`src/rtl/bus_read_sequencer.sv`:
```
// bus_read_sequencer: reads one source off the shared register bus via a one-hot output enable
module bus_read_sequencer #(
    parameter int WIDTH    = 4,
    parameter int NSRC     = 4,
    parameter int SRC_BITS = 2,
    parameter int SETTLE   = 1
) (
    input  logic                clock,
    input  logic                reset,
    input  logic                req_valid,
    output logic                req_ready,
    input  logic [SRC_BITS-1:0] req_src,
    input  logic [WIDTH-1:0]    bus_in,
    output logic [NSRC-1:0]     src_enable,
    output logic                rsp_valid,
    input  logic                rsp_ready,
    output logic [WIDTH-1:0]    rsp_data,
    output logic                rsp_err
);
    localparam int CW = (SETTLE > 0) ? $clog2(SETTLE + 1) : 1;
    localparam logic [CW-1:0] SETTLE_C = CW'(SETTLE);
    localparam logic [SRC_BITS:0] NSRC_C = (SRC_BITS + 1)'(NSRC);
    localparam logic [1:0] IDLE  = 2'd0;
    localparam logic [1:0] DRIVE = 2'd1;
    localparam logic [1:0] RESP  = 2'd2;

    logic [1:0]          state;
    logic [SRC_BITS-1:0] src;
    logic [CW-1:0]       count;
    logic                src_ok;

    function automatic logic [NSRC-1:0] onehot(input logic [SRC_BITS-1:0] i);
        return NSRC'(1) << i;
    endfunction

    assign req_ready = (state == IDLE);
    assign src_ok    = {1'b0, req_src} < NSRC_C;

    // Accept a request, hold the enable for SETTLE+1 cycles, sample the bus, then hand the value over
    always_ff @(posedge clock or posedge reset) begin
        if (reset) begin
            state      <= IDLE;
            src        <= '0;
            count      <= '0;
            src_enable <= '0;
            rsp_valid  <= 1'b0;
            rsp_data   <= '0;
            rsp_err    <= 1'b0;
        end else begin
            case (state)
                IDLE: if (req_valid && req_ready) begin
                    src <= req_src;
                    if (src_ok) begin
                        state      <= DRIVE;
                        src_enable <= onehot(req_src);
                        count      <= SETTLE_C;
                    end else begin
                        state     <= RESP;
                        rsp_valid <= 1'b1;
                        rsp_err   <= 1'b1;
                        rsp_data  <= '0;
                    end
                end
                DRIVE: if (count != '0) begin
                    count      <= count - CW'(1);
                    src_enable <= onehot(src);
                end else begin
                    rsp_data   <= bus_in;
                    rsp_err    <= 1'b0;
                    src_enable <= '0;
                    rsp_valid  <= 1'b1;
                    state      <= RESP;
                end
                RESP: if (rsp_ready) begin
                    rsp_valid <= 1'b0;
                    state     <= IDLE;
                end
                default: begin
                    state      <= IDLE;
                    src_enable <= '0;
                    rsp_valid  <= 1'b0;
                end
            endcase
        end
    end
endmodule

```
`config.mk`:
```
export PLATFORM = sky130hd
export DESIGN_NAME = bus_read_sequencer
export DESIGN_NICKNAME = d
export VERILOG_FILES = /design/src/rtl/bus_read_sequencer.sv
export SDC_FILE = /design/constraint.sdc
export NUM_CORES = 1
export LEC_CHECK = 0
export CAP_MARGIN = 10
export CORE_UTILIZATION = 48
export DETAILED_ROUTE_END_ITERATION = 16
export GPL_TIMING_DRIVEN = 0
export PLACE_DENSITY = 0.83
export REMOVE_ABC_BUFFERS = 1
export SKIP_CTS_REPAIR_TIMING = 1
export SLEW_MARGIN = 10
export SYNTH_ARGS = -nofsm -noshare
export SYNTH_HDL_FRONTEND = slang
export SYNTH_SLANG_ARGS = --single-unit
```
`constraint.sdc`:
```
create_clock -name clock -period 2.9 [get_ports clock]
set_clock_uncertainty 0.15 [all_clocks]
set_input_delay 0.58 -clock clock [delete_from_list [all_inputs] [get_ports clock]]
set_output_delay 0.58 -clock clock [all_outputs]
set_load 0.01 [all_outputs]
```
---- Word level (Yosys, flattened, before mapping) ----
Cells that the tools add are included.
word-level totals
  input port bits ......................... 10
  bits in latches ......................... 0
  word-level logic and storage cells ...... 39
  memories ................................ 0
  ROM bits ................................ 0
  RAM bits ................................ 0
  register bits ........................... 14
  output and inout port bits .............. 11
cells by class
  add/sub/neg operators ................... 1
  multiplexer cells ....................... 13
  bitwise operators ....................... 3
  magnitude comparators ................... 0
  equality and inequality tests ........... 5
  multiply operators ...................... 0
  div/mod/pow operators ................... 0
  shift-type cells ........................ 2
  reduce and logical (&&, ||, !) cells .... 9
operator list
  kind                 number
  $pmux 4 s3           1
  $mux 4               2
  $reduce_and 2->1     4
  $shl 1x2->4 const A  2
  $mux 2               3
  $pmux 2 s3           1
  $reduce_and 3->1     2
  $mux 1               4
  $ne 2x2->1 const B   2
  $not 1->1            3
  $pmux 1 s3           1
  $eq 2x1->1 const B   1
  $eq 2x2->1 const B   1
  $logic_not 2->1      1
  $ne 2x1->1 const B   1
  $pmux 1 s2           1
  $reduce_bool 2->1    1
  $logic_and 1x1->1    1
  $sub 1x1->1 const B  1

---- Logic depth before layout (Yosys ltp) ----
  depth after elaboration ................. 4
  mapped depth ............................ 4
  gate-level depth less buffers ........... 3

---- Worst setup path before layout ----
OpenSTA, ideal clock, no wires.
  path kind ............................... register -> register
  from .................................... register state[1]
  to ...................................... register src[0]
  setup slack ............................. 1509 ps
  clock period less this slack ............ 1391 ps
  stages on the path, launching flop included .. 5
  required time ........................... 2625 ps
  setup time .............................. 125 ps
  arrival ................................. 1116 ps
  buffers on the path ..................... 1
  cell sequence ........................... dfrtp_1 buf_6 nor2_2 and2_4 mux2_4
on the way
  longest elaborated chain between the ends .. 3
RTL lines
  element                         RTL line  source
  start: declaration              27        logic [1:0] state;
  start signal: assignment        42        state <= IDLE;
  start signal: assignment        54        state <= DRIVE;
  start signal: assignment        58        state <= RESP;
  $logic_not 2->1 (*)             36        assign req_ready = (state == IDLE);
  net req_ready                   11        output logic req_ready,
  $logic_and 1x1->1               51        IDLE: if (req_valid && req_ready) begin
  $reduce_and 2->1 (no line) (*)  n/a
  end signal: assignment          52        src <= req_src;
  end: declaration                28        logic [SRC_BITS-1:0] src;
The timed path passes the listed nets; every way through them passes the cells marked *.
A chain may end at the register's enable or synchronous reset.

---- Worst setup path in the final report ----
  from .................................... register state[0]
  to ...................................... output req_ready
on the way
  longest elaborated chain between the ends .. 1
RTL lines
  element           RTL line
  $logic_not 2->1   36
  end: declaration  11
No other way between the ends.

==> key figures <==
Run status
  • Outcome: complete, no violations

Worst setup path
  • Critical path's largest stage delay: ~550 ps
  • Slowest-stage cell, CP: clkdlybuf4s50_1
  • Worst setup EP type: primary output
  • Crit-path cells: nor2_2 -> clkdlybuf4s50_1
  • Reg2Reg Depth: 3
  • CP required: around 2200 ps
  • Crit Path Class: reg -> out
  • CP arrival: ~1500 ps
  • Crit Path Max Fanout: 11
  • Startpoint types: flop

Cells and area
  • Seq. cell area: ~350 um2
  • Combined area of the multi-input logic cells: 295 um2
  • Layout cell share with drive strength beyond 1: 0.203
  • Net count, final: 86
  • N_diodes: 0
  • Synthesis-to-finish area growth: 28.1%
  • Fillcell total: between 100 and 150

Detailed routing
  • # DRC: 0
  • WL met1: around 600 um
  • DR top layer: met4
  • DR WL met3: approximately 53 um
  • Initial detailed-routing violation count: 3
  • Routed met2 length: roughly 600 um
  • Vias per cell: 5.31
  • Via count: 473
  • Drt first pass iters: 3
  • Post-route ant nets: 0
  • WL final: roughly 1300 um
  • Avg WL per Cell: ~14 um

Timing
  • RSZ-0062 raised after global routing: false
  • Fmax: 0.442 GHz
  • Final setup TNS: 0 ps
  • Fin. Hold Viols: 0
  • Final setup fails: 0
  • Min cycle time layout: around 2300 ps
  • Worst-Margin Slew: 512 ps
  • Hold_ws: around 360 ps
  • Final Max Tran Viols: 0
  • Slew Limit Headroom: 0.658
  • Setup ws final: about 640 ps
  • Period Utilization, post-route: 0.780

Floorplanning
  • FP Rows: 13
  • Starting density of the core: 0.524
  • Die Y-Extent: about 40 um
  • Core Area: ~0.0013 mm2
  • Die area: 0.00159 mm2
  • I/O pin total: 21
  • Die X: approximately 40 um

Logic synthesis
  • Top_reg_cell synth: dfrtp_1
  • Post-synthesis cell count: 56
  • Post-synth ARST share: 1.00
  • Synth Area per Inst: approximately 12 um2
  • Post-synthesis sequential area ratio: 0.507
  • Flops & latches, synth: 14
  • Mapped Area: between 600 and 700 um2
  • Warnings, synthesis: 0
  • Synth unique cells: 23
  • Post-synth EDFFs: 0

Global route
  • Initial antenna violation count: 0
  • Largest net degree at the start of global routing: 15
  • Vias in the first global route: about 450
  • First-pass GRT wire length: ~2000 um
  • GRT Total Usage: 0.200
  • GRT overflow: 0

Placement
  • RePlAce Congestion: between 0.7 and 0.8
  • Port buffer count: 19
  • Pre-CTS setup slack: roughly 930 ps
  • HPWL after detailed placement: about 960 um

Power and ir drop
  • VDD IR max: around 0.00056 V
  • P per Cell Area: about 1000 mW/mm2
  • Leak pwr: roughly 0.4 nW
  • Total power: approximately 920 uW

Clock network
  • Sink Count: 14
  • CTS tree: built
  • Inserted Clock Buffers: 3
  • CTS Buffer Depth: 2
  • Clock root buffer: clkbuf_4
  • Clock-pin slew on the worst setup and hold paths: roughly 80 ps
  • Worst-skew pair later-pin latency: between 200 and 300 ps
  • CTS HTree Levels: 1

Min path
  • Hold Crit Class: reg -> reg
  • Hold Crit Depth: 1

Flow run
  • Max-cap violations: 0
[registers in the layout, indices dropped and copies added (netlist names)]
name and count:
rsp_valid 1, src_enable 4, count 1, rsp_data 4
state 2, src 2
[worst max-delay path, delay by kind of cell (launching register included)]
family | cells | cell delay, ps
flops | 1 | 530
buf+inv | 1 | 550
simple gates | 1 | 170
[logic make-up after synthesis]
| kind of cell | share of synthesized area |
|---|---|
| buf+inv | 0.0652 |
| simple gates | 0.163 |
| other cells | 0.00543 |
| flops | 0.507 |
| mux | 0.159 |
| compound gates | 0.0996 |
[cells in the final DEF, fill, tap and decap left out, types with 2 or more instances in the layout]
cell type / netlist / routed
nand2_1: 2 / 2
o22ai_1: 3 / 3
dfrtp_1: 14 / 14
clkdlybuf4s50_1: 0 / 19
nor2_1: 3 / 3
clkbuf_4: 0 / 3
and2_4: 2 / 2
a21oi_1: 5 / 5
inv_1: 2 / 2
mux2_4: 6 / 6
nor4bb_1: 2 / 2
mux2i_1: 2 / 2
[path summary, 6_finish.rpt]
check,startpoint,end,slack (ps)
worst max-delay path,state[0],req_ready,640
worst min-delay path,rsp_data[3],rsp_data[3],360
worst max register to register,state[0],rsp_data[3],1290
worst min register to register,rsp_data[3],rsp_data[3],360
max in group asynchronous,reset,rsp_valid,1770
min in group asynchronous,reset,rsp_data[1],480
[routing by layer]
layer	vias up	global-route usage
met1	228	0.255
met2	10	0.298
li1	230	-
met3	5	0.0667
met5	-	0
met4	0	0.103
[power by group]
part / leakage [nW] / switching (mW) / total [mW] / internal, mW
combinational: 0.210 / 0.161 / 0.443 / 0.282
sequential: 0.172 / 0.0874 / 0.376 / 0.289
clock: 0.0138 / 0.0544 / 0.102 / 0.0481
total: 0.396 / 0.303 / 0.922 / 0.619
[cell usage after synthesis, drive strengths merged (2+ instances only)]
library cell	n	area (um2)
nand2b	2	15.0
nor4bb	2	20.0
nand2	2	7.51
inv	2	7.51
mux2	6	90.1
dfrtp	14	350
buf	4	37.5
and2	2	17.5
a21oi	5	25.0
mux2i	2	20.0
o22ai	4	31.3
nor2	4	17.5
[through the flow]
stage	instances	util	area, um2
floorplan	52	-	653
global placement	86	0.654	862
detailed placement	86	0.654	862
CTS	89	0.671	885
global route	89	0.671	885
finish	89	0.671	885
[area by class of cell]
class,instances,share of cell area
flip-flops and latches,14,0.396
multi-input cells,36,0.334
repair buffers,19,0.215
clock buffers,3,0.0255
well taps,15,0.0212
inverters,2,0.00849
Power figures use the tool's default switching activity.
